$ cat src/rtl/cluster_periph_pkg.sv
// Shared constants and types for the cluster peripheral demultiplexer.
// The destination FIFO entry pairs a plug index with the master transaction ID.
package cluster_periph_pkg;

  localparam int SPER_EOC_ID         = 0;
  localparam int SPER_TIMER_ID       = 1;
  localparam int SPER_EVENT_U_ID     = 2;
  localparam int SPER_HWPE_ID        = 3;
  localparam int SPER_ICACHE_CTRL_ID = 4;
  localparam int SPER_DMA_ID         = 5;
  localparam int SPER_EXT_ID         = 6;
  localparam int NB_SPERIPH_DFLT     = 8;

  localparam logic [31:0] ERR_RDATA = 32'hBADACCE5;

  // Dest holds plug indices 0..15 plus the ERR index (up to 16).
  localparam int PERIPH_DEST_W = 5;
  localparam int PERIPH_ID_W   = 5;

  typedef struct packed {
    logic [PERIPH_DEST_W-1:0] dest;
    logic [PERIPH_ID_W-1:0]   id;
  } periph_dest_t;

endpackage

$ cat src/rtl/periph_dest_fifo.sv
// Synchronous FIFO of outstanding-transaction destinations, with head and tail peek.
// Push is ignored when full, pop is ignored when empty.
module periph_dest_fifo
  import cluster_periph_pkg::*;
#(
  parameter int DEPTH = 4,
  localparam int PTR_W = $clog2(DEPTH),
  localparam int CNT_W = PTR_W + 1
) (
  input  logic             i_clk,
  input  logic             i_rst,
  input  logic             i_push,
  input  logic             i_pop,
  input  periph_dest_t     i_data,
  output periph_dest_t     o_head,
  output periph_dest_t     o_tail,
  output logic             o_full,
  output logic             o_empty,
  output logic [CNT_W-1:0] o_count
);

  periph_dest_t     r_mem [DEPTH];
  logic [PTR_W-1:0] r_wr_ptr;
  logic [PTR_W-1:0] r_rd_ptr;
  logic [CNT_W-1:0] r_count;
  logic             w_push;
  logic             w_pop;

  assign o_full  = (r_count == CNT_W'(DEPTH));
  assign o_empty = (r_count == '0);
  assign o_count = r_count;
  assign w_push  = i_push && !o_full;
  assign w_pop   = i_pop && !o_empty;
  assign o_head  = r_mem[r_rd_ptr];
  // Tail is the most recently pushed entry; DEPTH is a power of two so the pointer wraps.
  assign o_tail  = r_mem[r_wr_ptr - PTR_W'(1)];

  always_ff @(posedge i_clk) begin
    if (w_push) r_mem[r_wr_ptr] <= i_data;
  end

  always_ff @(posedge i_clk or posedge i_rst) begin
    if (i_rst) begin
      r_wr_ptr <= '0;
      r_rd_ptr <= '0;
      r_count  <= '0;
    end else begin
      if (w_push) r_wr_ptr <= r_wr_ptr + PTR_W'(1);
      if (w_pop)  r_rd_ptr <= r_rd_ptr + PTR_W'(1);
      if (w_push && !w_pop)      r_count <= r_count + CNT_W'(1);
      else if (w_pop && !w_push) r_count <= r_count - CNT_W'(1);
    end
  end

endmodule

$ cat src/rtl/cluster_periph_demux.sv
// Routes master requests to peripheral plugs by address slot and returns responses
// in request order; unmapped slots get a locally generated error response.
module cluster_periph_demux
  import cluster_periph_pkg::*;
#(
  parameter int NB_SPERIPH = NB_SPERIPH_DFLT,
  parameter int ADDR_W     = 32,
  parameter int DATA_W     = 32,
  parameter int ID_W       = 5,
  parameter int SLOT_LSB   = 10,
  parameter int SLOT_W     = 4,
  parameter int MAX_OUTST  = 4
) (
  input  logic                              clk_i,
  input  logic                              rst_i,
  input  logic                              m_req_i,
  input  logic [ADDR_W-1:0]                 m_add_i,
  input  logic                              m_wen_i,
  input  logic [DATA_W-1:0]                 m_wdata_i,
  input  logic [DATA_W/8-1:0]               m_be_i,
  input  logic [ID_W-1:0]                   m_id_i,
  output logic                              m_gnt_o,
  output logic                              m_r_valid_o,
  output logic [DATA_W-1:0]                 m_r_rdata_o,
  output logic                              m_r_opc_o,
  output logic [ID_W-1:0]                   m_r_id_o,
  output logic [NB_SPERIPH-1:0]             s_req_o,
  output logic [ADDR_W-1:0]                 s_add_o,
  output logic                              s_wen_o,
  output logic [DATA_W-1:0]                 s_wdata_o,
  output logic [DATA_W/8-1:0]               s_be_o,
  output logic [ID_W-1:0]                   s_id_o,
  input  logic [NB_SPERIPH-1:0]             s_gnt_i,
  input  logic [NB_SPERIPH-1:0]             s_r_valid_i,
  input  logic [NB_SPERIPH-1:0][DATA_W-1:0] s_r_rdata_i,
  input  logic [NB_SPERIPH-1:0]             s_r_opc_i,
  input  logic [NB_SPERIPH-1:0][ID_W-1:0]   s_r_id_i,
  output logic                              spurious_o
);

  localparam int CNT_W = $clog2(MAX_OUTST) + 1;
  localparam logic [PERIPH_DEST_W-1:0] DEST_ERR = PERIPH_DEST_W'(NB_SPERIPH);
  localparam logic [DATA_W-1:0] ERR_RDATA_W = DATA_W'(ERR_RDATA);

  logic [SLOT_W-1:0]        w_slot;
  logic [PERIPH_DEST_W-1:0] w_target;
  logic                     w_stall;
  logic                     w_pop;
  logic [NB_SPERIPH-1:0]    w_accept;
  periph_dest_t             w_push_data;
  periph_dest_t             w_head;
  periph_dest_t             w_tail;
  logic                     w_full;
  logic                     w_empty;
  logic [CNT_W-1:0]         w_count;

  assign s_add_o   = m_add_i;
  assign s_wen_o   = m_wen_i;
  assign s_wdata_o = m_wdata_i;
  assign s_be_o    = m_be_i;
  assign s_id_o    = m_id_i;

  assign w_slot = m_add_i[SLOT_LSB +: SLOT_W];

  always_comb begin
    w_target = DEST_ERR;
    if (int'(w_slot) < NB_SPERIPH) w_target = PERIPH_DEST_W'(w_slot);
  end

  // New requests must target the tail's plug so two plugs never race to answer out of order.
  assign w_stall = (w_count == CNT_W'(MAX_OUTST)) || (!w_empty && (w_tail.dest != w_target));

  always_comb begin
    s_req_o = '0;
    m_gnt_o = 1'b0;
    if (!rst_i && !w_stall) begin
      if (w_target == DEST_ERR) begin
        m_gnt_o = m_req_i;
      end else begin
        for (int p = 0; p < NB_SPERIPH; p++) begin
          if (w_target == PERIPH_DEST_W'(p)) begin
            s_req_o[p] = m_req_i;
            m_gnt_o    = m_req_i && s_gnt_i[p];
          end
        end
      end
    end
  end

  assign w_push_data.dest = w_target;
  assign w_push_data.id   = PERIPH_ID_W'(m_id_i);

  always_comb begin
    m_r_valid_o = 1'b0;
    m_r_rdata_o = '0;
    m_r_opc_o   = 1'b0;
    m_r_id_o    = '0;
    w_accept    = '0;
    w_pop       = 1'b0;
    if (!w_empty) begin
      if (w_head.dest == DEST_ERR) begin
        m_r_valid_o = 1'b1;
        m_r_rdata_o = ERR_RDATA_W;
        m_r_opc_o   = 1'b1;
        m_r_id_o    = ID_W'(w_head.id);
        w_pop       = 1'b1;
      end else begin
        for (int p = 0; p < NB_SPERIPH; p++) begin
          if (w_head.dest == PERIPH_DEST_W'(p)) begin
            w_accept[p] = 1'b1;
            if (s_r_valid_i[p]) begin
              m_r_valid_o = 1'b1;
              m_r_rdata_o = s_r_rdata_i[p];
              m_r_opc_o   = s_r_opc_i[p];
              m_r_id_o    = s_r_id_i[p];
              w_pop       = 1'b1;
            end
          end
        end
      end
    end
  end

  // Any slave response not owed by the FIFO head is dropped and flagged.
  assign spurious_o = !rst_i && |(s_r_valid_i & ~w_accept);

  periph_dest_fifo #(
    .DEPTH (MAX_OUTST)
  ) u_dest_fifo (
    .i_clk   (clk_i),
    .i_rst   (rst_i),
    .i_push  (m_gnt_o),
    .i_pop   (w_pop),
    .i_data  (w_push_data),
    .o_head  (w_head),
    .o_tail  (w_tail),
    .o_full  (w_full),
    .o_empty (w_empty),
    .o_count (w_count)
  );

  // Full is also derived from the count above; both must agree.
  logic w_full_unused;
  assign w_full_unused = w_full;

endmodule

$ cat config.mk
export PLATFORM = sky130hd
export DESIGN_NAME = cluster_periph_demux
export DESIGN_NICKNAME = d
export VERILOG_FILES = /design/src/rtl/cluster_periph_pkg.sv /design/src/rtl/periph_dest_fifo.sv /design/src/rtl/cluster_periph_demux.sv
export SDC_FILE = /design/constraint.sdc
export NUM_CORES = 1
export LEC_CHECK = 0
export ABC_AREA = 1
export CAP_MARGIN = 20
export CORE_AREA = 4 4 199 201
export DETAILED_ROUTE_END_ITERATION = 10
export DIE_AREA = 0 0 203 205
export GPL_ROUTABILITY_DRIVEN = 1
export PLACE_DENSITY_LB_ADDON = 0.2
export SYNTH_ARGS = -nofsm -noshare
export SYNTH_HDL_FRONTEND = slang
export SYNTH_SLANG_ARGS = --single-unit
export TNS_END_PERCENT = 20
$ cat constraint.sdc
create_clock -name clk_i -period 3.9 [get_ports clk_i]
set_input_delay 0.585 -clock clk_i [delete_from_list [all_inputs] [get_ports clk_i]]
set_output_delay 0.585 -clock clk_i [all_outputs]
set_load 0.02 [all_outputs]
Yosys cells after proc, flatten, opt, wreduce, memory -nomap -nowiden
Memories as Yosys holds them, arrays and structs flattened.
Cells that the tools add are included.

storage, ports and cells
  logic and storage cells = 172
  memories kept = 1
  input bits = 397
  register bits = 7
  output and inout bits = 123
  memory bits (writable) = 36

operators by class
  bitwise gates (word level) = 2
  reduce and logical (&&, ||, !) cells = 27
  multiplexer cells = 115
  eq/ne operators = 18
  add/subtract/negate cells = 5
  order comparisons = 1

memories
  memory             depth  width  rd ports  clocked after memory_dff  wr ports  RTL line                source
  u_dest_fifo.r_mem  4      9      2         0                         1         periph_dest_fifo.sv:22  periph_dest_t r_mem [DEPTH];

operator list
  operator                                                               number
  32-bit 2-to-1 mux                                                      20
  5-bit 2-to-1 mux                                                       20
  1-bit 2-to-1 mux                                                       68
  5-bit by 3-bit equality test with 1-bit output, second input constant  8
  8-bit 2-to-1 mux                                                       4
  5-bit by 2-bit equality test with 1-bit output, second input constant  4
  1-bit logical AND                                                      15
  5-bit by 1-bit equality test with 1-bit output, second input constant  2
  5-bit by 4-bit equality test with 1-bit output, second input constant  2
  5-bit logical NOT                                                      2
  8-bit AND                                                              1
  8-bit NOT                                                              1
  8-bit OR reduction                                                     1
  1-bit logical NOT                                                      6
  3-bit 2-to-1 mux                                                       2
  5-bit != test                                                          1
  2-bit by 1-bit adder with 2-bit output, second input constant          2
  4-bit < comparator, second input constant                              1
  4-bit 2-to-1 mux                                                       1
  3-bit by 1-bit adder with 3-bit output, second input constant          1
  3-bit equality test, second input constant                             1
  3-bit logical NOT                                                      1
  3-bit by 1-bit subtractor with 3-bit output, second input constant     1
  2-bit nonzero test                                                     1
  2 further kinds                                                        2

Longest topological paths before layout
Gate-level depths: netlist of the first run.
An unclocked memory read counts as a cell.

  depth in word-level cells = 25
  gate-level depth with buffers = 21
  depth with buffers taken out = 19

Cells and area by module
From an unflattened synthesis of the first run, not the netlist that was laid out.

unflattened totals
  cell total of the unflattened synthesis = 1264
  area, all modules = 7165.6 µm²

by module, submodules not included
  module                seq. area each (µm²)  times used  cells each  area each (µm²)
  cluster_periph_demux  0.0                   1           1028        4779.6
  periph_dest_fifo      1376.3                1           236         2386.0

Worst setup path before layout of the first run
No wires, ideal clock.

  path kind = flip-flop to flip-flop
  from = reg u_dest_fifo.r_wr_ptr[0]
  to = reg u_dest_fifo.r_count[1], in the netlist u_dest_fifo.o_count[1]
  data required time = 3.775 ns
  arrival time = 2.782 ns
  path slack = 0.993 ns
  clock period less this slack = 2.907 ns
  library setup time = 0.125 ns
  stages on the path, launching flop included = 16
  path buffers = 0
  cell sequence = dfrtp_1 > clkinv_1 > ha_1 > inv_1 > nand3_1 > nand2_1 > xor2_1 > nor2_1 > nand4_1 > nand2_1 > nand2_1 > nor2_1 > ha_1 > inv_1 > fa_1 > mux2_2

on the way
  longest elaborated chain between the ends = 12
  elaborated cells on any way between the ends = 14
  classes of those cells = 1 x add/sub; 1 x eq/ne; 2 x mux; 9 x reduce/logical; 1 x memory

RTL lines
  what                                             RTL line                    source
  from (decl)                                      periph_dest_fifo.sv:23      logic [PTR_W-1:0] r_wr_ptr;
  from (signal assigned)                           periph_dest_fifo.sv:48      if (w_push) r_wr_ptr <= r_wr_ptr + PTR_W'(1);
  2-bit by 1-bit subtractor with 2-bit output (*)  periph_dest_fifo.sv:36      assign o_tail = r_mem[r_wr_ptr - PTR_W'(1)];
  memory read 4 x 9 bit (*)                        n/a
  5-bit != test (*)                                cluster_periph_demux.sv:71  assign w_stall = (w_count == CNT_W'(MAX_OUTST)) || (!w_empty && (w_tail.dest != w_target));
  1-bit logical AND (*)                            cluster_periph_demux.sv:71
  1-bit logical OR (*)                             cluster_periph_demux.sv:71
  1-bit logical NOT (*)                            cluster_periph_demux.sv:76  if (!rst_i && !w_stall) begin
  1-bit logical AND (*)                            cluster_periph_demux.sv:76
  1-bit 2-to-1 mux (*)                             cluster_periph_demux.sv:76
  1-bit logical AND (*)                            periph_dest_fifo.sv:32      assign w_push = i_push && !o_full;
  net u_dest_fifo.w_push                           periph_dest_fifo.sv:26      logic w_push;
  1-bit logical NOT                                periph_dest_fifo.sv:51      else if (w_pop && !w_push) r_count <= r_count - CNT_W'(1);
  1-bit logical AND                                periph_dest_fifo.sv:51
  2-bit nonzero test (no line)                     n/a
  to (signal assigned)                             periph_dest_fifo.sv:50      if (w_push && !w_pop) r_count <= r_count + CNT_W'(1);
  to (signal assigned)                             periph_dest_fifo.sv:51
  to (decl)                                        periph_dest_fifo.sv:25      logic [CNT_W-1:0] r_count;

The timed path passes the listed nets; every way through them passes the cells marked *.
A chain may end at the register's enable or synchronous reset.

Worst setup path after layout of the first run
  from = reg u_dest_fifo.r_rd_ptr[0]
  to = out m_r_rdata_o[14]

on the way
  longest elaborated chain between the ends = 21
  elaborated cells on any way between the ends = 29
  classes of those cells = 8 x eq/ne; 19 x mux; 1 x reduce/logical; 1 x memory

RTL lines
  what                       RTL line                     source
  from (decl)                periph_dest_fifo.sv:24       logic [PTR_W-1:0] r_rd_ptr;
  from (signal assigned)     periph_dest_fifo.sv:49       if (w_pop) r_rd_ptr <= r_rd_ptr + PTR_W'(1);
  memory read 4 x 9 bit (*)  n/a
  5-bit logical NOT          cluster_periph_demux.sv:109  if (w_head.dest == PERIPH_DEST_W'(p)) begin
  32-bit 2-to-1 mux          cluster_periph_demux.sv:109
  32-bit 2-to-1 mux          cluster_periph_demux.sv:111  if (s_r_valid_i[p]) begin
  32-bit 2-to-1 mux          cluster_periph_demux.sv:109
  32-bit 2-to-1 mux          cluster_periph_demux.sv:111
  32-bit 2-to-1 mux          cluster_periph_demux.sv:109
  32-bit 2-to-1 mux          cluster_periph_demux.sv:111
  (+5 left out)              n/a
  32-bit 2-to-1 mux          cluster_periph_demux.sv:111
  32-bit 2-to-1 mux          cluster_periph_demux.sv:109
  32-bit 2-to-1 mux          cluster_periph_demux.sv:111
  32-bit 2-to-1 mux          cluster_periph_demux.sv:109
  32-bit 2-to-1 mux          cluster_periph_demux.sv:111
  32-bit 2-to-1 mux          cluster_periph_demux.sv:109
  32-bit 2-to-1 mux (*)      cluster_periph_demux.sv:101  if (w_head.dest == DEST_ERR) begin
  32-bit 2-to-1 mux (*)      cluster_periph_demux.sv:100  if (!w_empty) begin
  to (decl)                  cluster_periph_demux.sv:24   output logic [DATA_W-1:0] m_r_rdata_o,

Every way passes the cells marked *; elsewhere a longest branch is shown, timed or not. The select of a mux whose other input is x is not followed.

==> qor.txt, run 1 <==
Max clock buf depth = 2
Initial Util = 18.2%
critical path class = register to primary output
Tmin final = 3.69 ns
most frequent CP cell = nand2_1
hold path depth = 1
CTS clk-pin slew, worst paths = 0.06 ns
Pre-Repair DR Iteration Count = 5
Levels on crit path = 15
Num Clock Sinks = 43
Worst-Margin Slew = 0.688 ns
RSZ-0062 raised after global routing = false
Leakage = 5.57 nW
register area share after synthesis = 18.4%
# DRC = 0
pre-CTS setup slack = 0.262 ns
critical path required time = 3.31 ns
Die X-Extent = 203 microns
antenna violations before repair = 7
area grow syn2layout = 62.6%
number of nets with antenna violations after routing = 0
CTS Hold Bufs = 0
CTS Root Buffer Type = clkbuf_16
Worst Path Buf+Inv = 4
status = complete, no violations
Critical Path AT = 3.11 ns
Syn Inst Count = 1253
Final Max Slew Viols = 0
drt first-iter violations = 527
maxcap violations = 0
Post-Route WL = 40900 microns
Port-buffer cells = 389
total core area = 0.0376 sq mm
Setup Skew = 0.00406 ns
final worst slack = 0.208 ns
period utilization = 94.7%
# resized after CTS = 3
Hold Crit Start = u_dest_fifo.o_count[2]
vias per inst = 4.19
vias post-DR = 8621
CP max stage delay = 0.62 ns
HPWL after detailed placement = 33900 microns
CP top delay family = buffers and inverters
first-pass GRT wire length = 57100 microns
r2r startpoint = u_dest_fifo.r_rd_ptr[0]
GP Congestion = 0.913
Peak VDD IR = 0.259 mV
Final nets = 1944
clk_lat worst skew = 0.28 ns
Overflow after GRT = 0
Final setup viols = 0
Synth Warn # = 0
Mapped Area = 0.00684 sq mm
post-CTS setup buffers = 0
layout cells sized above 1 = 6.03%
pin count of the biggest net entering global routing = 68
distinct cell type count after synthesis = 32
Fin. Hold Viols = 0
DIE HEIGHT = 205 microns
Max FO, Critical Path = 64
pwr/cell area = 522 mW/mm^2
routed len/inst = 19.9 microns
Reg2Reg Depth = 15
num ports = 520
Post-Syn Area per Cell = 5.46 sq um
Die ar. = 0.0416 sq mm
Num CTS Buffers = 5
CP Capture Type = primary output
# rows = 71
crit path from = u_dest_fifo.r_rd_ptr[0]
worst min path class = register to register
fin util = 29.6%
H-tree lvl count = 2
Worst Setup Start Kind = register
flops & latches, synth = 43
Crit-path slowest cell = clkdlybuf4s50_1
final setup TNS = 0 ns
Slew headroom = 54.1%
TritonCTS clock tree = done
cells along the critical path = buf_4, nand2_1, nand3_1, nand2_2, nor2_2, nand3_2, buf_12, o21ai_0, inv_1, nand2_1, nand2_1, nand2_1, nand2_1, a21oi_1, clkdlybuf4s50_1
max frequency = 0.271 GHz
syn nets = 1656
Total GRT Usage = 18.3%
vias in the first global route = 8477
reg2reg setup slack = 0.53 ns
-- synth_stat cells, drive strengths merged --
library cell	number	area [sq um]
nand2	426	1610
inv	211	792
a21oi	139	707
buf	108	767
nand3	102	536
o21ai	95	475
nor2	41	171
clkbuf	39	146
edfxtp	36	1080
or2	13	81.3
dfrtp	7	175
nor3	6	30.0
ha	5	62.6
o22ai	5	31.3
xor2	5	43.8
nor4	3	18.8
xnor2	3	26.3
a22o	2	17.5
nand4	2	12.5
a211oi	1	7.51
a21boi	1	7.51
clkinv	1	3.75
fa	1	20.0
mux2	1	11.3
-- flip-flops by register name, indices dropped and copies added, names as in the netlist --
signal / flops
u_dest_fifo.o_count: 3
u_dest_fifo.r_rd_ptr: 2
u_dest_fifo.r_mem: 36
u_dest_fifo.r_wr_ptr: 2
-- through the flow --
step,power [mW],cell area [sq um],hold slack [ns],cells
finish,5.81,11100,0.491,2057
CTS,5.96,11000,0.494,2053
global route,6.35,11100,0.501,2056
global placement,5.53,10900,0.480,2045
floorplan,3.40,6840,0.397,1253
detailed placement,5.55,10900,0.481,2045
-- per-layer routing --
metal / global-route usage (%) / wire length, microns / vias up
li1: - / - / 4402
met3: 8.50 / 4690 / 51
met5: 0 / 41 / -
met1: 22.0 / 16200 / 3839
met2: 30.2 / 19200 / 323
met4: 3.64 / 742 / 6
-- cell usage in the layout (no fill, tap or decap), drive strengths merged, types with 2 or more instances in the layout --
cell           Yosys  routed
clkinv             1       2
dlymetal6s2s       0      35
nor3               6       6
nor4               3       3
xnor2              3       3
diode              0       4
a21oi            139     139
nand4              2       2
nand2            426     426
inv              211     211
clkbuf            39       5
ha                 5       5
o21ai             95      95
or2               13      13
xor2               5       5
dlygate4sd2        0       2
nand3            102     102
clkinvlp           0       2
edfxtp            36      36
a22o               2       2
dfrtp              7       7
o22ai              5       5
nor2              41      41
clkdlybuf4s50      0     349
buf              108      42
-- logic make-up after synthesis --
family,after synthesis,synth area share [%]
compound gates,243,18.2
xor+xnor,8,1.02
fa+ha+maj,6,1.21
buf+inv,359,25.0
flops,43,18.4
mux,1,0.165
simple gates,593,36.0
-- path summary, 6_finish.rpt --
path                                           end
max                                m_r_rdata_o[14]
min                         u_dest_fifo.o_count[2]
max reg2reg                 u_dest_fifo.o_count[1]
min reg2reg                 u_dest_fifo.o_count[2]
max in group asynchronous  u_dest_fifo.r_rd_ptr[1]
min in group asynchronous   u_dest_fifo.o_count[0]
-- final cells by class --
class | instances | area, sq um
tap | 511 | 639
timing repair buffer | 428 | 4360
fill | 4222 | 26500
multi-input combinational | 851 | 3900
clock buffer | 5 | 125
sequential | 43 | 1260
inverter | 212 | 801
antenna | 4 | 10.0
clock inverter | 3 | 20.0
-- where the power goes --
group / leakage (nW) / internal (mW) / switching [mW]
registers: 0.408 / 0.560 / 0.0460
clock network: 0.0658 / 0.236 / 0.168
logic: 5.10 / 1.85 / 2.95
(Power assumes the default switching activity.)
==> run 2: changes to the inputs <==
- CORE_AREA: 4 4 199 201 -> 3 3 204 206
- DIE_AREA: 0 0 203 205 -> 0 0 207 209
- GPL_ROUTABILITY_DRIVEN: 1 -> 0
==> qor.txt, run 2 (same netlist as run 1, synthesis figures left out) <==
Port-buffer cells = 389 (unchanged)
Sequential Power Share = 10.2% (-0.2 points)
RR Endpoint = u_dest_fifo.o_count[1]
TritonCTS clock tree = done
routed len/inst = 20.1 microns (+1.2%)
CTS clk-pin slew, worst paths = 0.06 ns (about the same)
Critical Path AT = 3.13 ns (+0.02 ns)
commonest non-fill, non-tap cell in the layout = nand2_1
fin util = 28.0% (-1.5 points)
fin cells = 2069 (+0.58%)
Pre-Repair DR Iteration Count = 6 (+1)
Tmin final = 3.72 ns (+0.0257 ns)
Num CTS Buffers = 5 (unchanged)
pwr/cell area = 529 mW/mm^2 (+1.4%)
status = complete, no violations
Num Clock Sinks = 43 (unchanged)
max FFs per register = 36 (unchanged)
vias per inst = 4.24 (+1.1%)
CTS Hold Bufs = 0 (unchanged)
RSZ-0062 raised after global routing = true
total core area = 0.0398 sq mm (+6.0%)
clk_lat worst skew = 0.29 ns (about the same)
most frequent cells in the layout = 419 x nand2_1, 355 x clkdlybuf4s50_1, 206 x inv_1, 138 x a21oi_1, 97 x nand3_1
# rows = 73 (+2.8%)
Int Pwr = 2.73 mW (+3.3%)
crit path from = u_dest_fifo.r_rd_ptr[0]
Die ar. = 0.0433 sq mm (+4.0%)
period utilization = 95.3% (+0.66 points)
vias in the first global route = 8548 (+0.84%)
area grow syn2layout = 63.3%
pin count of the biggest net entering global routing = 71 (+4.4%)
worst min path class = register to register
number of nets with antenna violations after routing = 0 (unchanged)
total net switching power = 3.18 mW (+0.53%)
Initial Util = 17.2% (-1.0 points)
reg2reg setup slack = 0.65 ns (+0.12 ns)
final setup TNS = 0 ns (unchanged)
CTS Root Buffer Type = clkbuf_16
Post-Route WL = 41700 microns (+1.8%)
Die X-Extent = 207 microns (+2.0%)
Overflow after GRT = 0 (unchanged)
Setup Skew = 0.00601 ns (+0.00195 ns)
vias post-DR = 8770 (+1.7%)
CP Capture Type = primary output
layout cells sized above 1 = 5.97% (-0.065 points)
HPWL after detailed placement = 34600 microns (+2.0%)
Reg2Reg Depth = 15 (unchanged)
H-tree lvl count = 2 (unchanged)
drt first-iter violations = 687 (+30%)
antenna violations before repair = 2 (-5)
Leakage = 5.52 nW (-1.1%)
num ports = 520 (unchanged)
first-pass GRT wire length = 59900 microns (+4.9%)
Fin. Hold Viols = 0 (unchanged)
Final Max Slew Viols = 0 (unchanged)
critical path required time = 3.31 ns (about the same)
Max clock buf depth = 2 (unchanged)
pre-CTS setup slack = 0.239 ns (-0.0232 ns)
Final nets = 1944 (unchanged)
Total GRT Usage = 18.2% (-0.087 points)
Peak VDD IR = 0.229 mV (-12%)
max frequency = 0.269 GHz (-0.69%)
# DRC = 0 (unchanged)
clock share of power = 8.0% (+1.0 points)
CP endpoint = m_r_rdata_o[17]
WHS = 0.493 ns (+0.00202 ns)
Comb power frac = 81.8% (-0.8 points)
switching share of power = 53.8% (-0.68 points)
Final setup viols = 0 (unchanged)
maxcap violations = 0 (unchanged)
r2r startpoint = u_dest_fifo.r_rd_ptr[0]
critical path class = register to primary output
Worst Setup Start Kind = register
largest register by flop count = u_dest_fifo.r_mem
placed cells = 2059 (+0.68%)
Slew headroom = 54.8% (+0.71 points)
final worst slack = 0.182 ns (-0.0257 ns)
DIE HEIGHT = 209 microns (+2.0%)
Worst-Margin Slew = 0.678 ns (-0.0107 ns)
Max FO, Critical Path = 40 (-38%)
[run 2: cell types whose count changed in the layout (fill, tap and decap cells not counted), moves of 2 or more]
cell             before  now
inv_2                 3    5
diode_2               4    2
dlymetal6s2s_1       35   30
buf_12                7    9
inv_4                 2    0
clkdlybuf4s50_1     349  355
clkinvlp_4            2    0
[run 2: worst min path at each step]
stage	start	end	cells past startpoint
3_3_place_gp	u_dest_fifo.o_count[2]	u_dest_fifo.o_count[2]	1
6_report	u_dest_fifo.o_count[2]	u_dest_fifo.o_count[2]	1
2_1_floorplan	rst_i	u_dest_fifo.o_count[0]	1
3_5_place_dp	u_dest_fifo.o_count[2]	u_dest_fifo.o_count[2]	1
4_1_cts	u_dest_fifo.o_count[2]	u_dest_fifo.o_count[2]	1
5_1_grt	u_dest_fifo.o_count[2]	u_dest_fifo.o_count[2]	1
[run 2: layout make-up]
class / count / area, sq um
clock buffers: 5 / 125
flip-flops and latches: 43 / 1260
clock inverters: 3 / 43.8
fillers: 4560 / 28700
well taps: 525 / 657
multi-input cells: 851 / 3920
repair buffers: 428 / 4370
diodes: 2 / 5.00
inverters: 212 / 796
[run 2: metal layers]
layer | routed length, microns | GRT usage (%) | part of all wire [%]
met3 | 4640 | 8.65 | 11
met1 | 16600 | 21.6 | 40
met4 | 608 | 3.16 | 1.5
met2 | 19800 | 30.4 | 48
met5 | 0 | 0.334 | 0
[run 2: per-stage QoR]
stage / total power [mW] / instance area [sq um]
floorplan: 3.40 / 6840
global placement: 5.57 / 10900
detailed placement: 5.59 / 10900
CTS: 6.08 / 11100
global route: 6.45 / 11200
finish: 5.91 / 11200
[run 2: worst max-delay path, cell delays in order, from the launching register on]
cell and delay, ns:
dfrtp_1 0.41, buf_4 0.24, nand2_1 0.11, nand2_1 0.08, nand2_1 0.04, nand2_1 0.09, nand2_1 0.12, nor2_4 0.14
buf_12 0.23, nand3_1 0.10, nand3_1 0.10, nand2_1 0.06, nand2_1 0.06, nand2_1 0.05, nand2_1 0.15, nand2_1 0.08
a21oi_1 0.13, clkdlybuf4s50_1 0.62
[run 2: repair_timing]
action,4_1_cts,5_1_grt
gates resized for setup,1,33
buffers inserted,0,0
setup endpoints to repair,1,34
[run 2: power groups by stage]
| stage | combinational, mW | clock [mW] | sequential (mW) |
|---|---|---|---|
| 3_3_place_gp | 4.97 | 0 | 0.609 |
| 2_1_floorplan | 2.80 | 0 | 0.602 |
| 5_1_grt | 5.34 | 0.502 | 0.608 |
| 6_report | 4.84 | 0.471 | 0.602 |
| 3_5_place_dp | 4.98 | 0 | 0.611 |
| 4_1_cts | 4.99 | 0.483 | 0.602 |
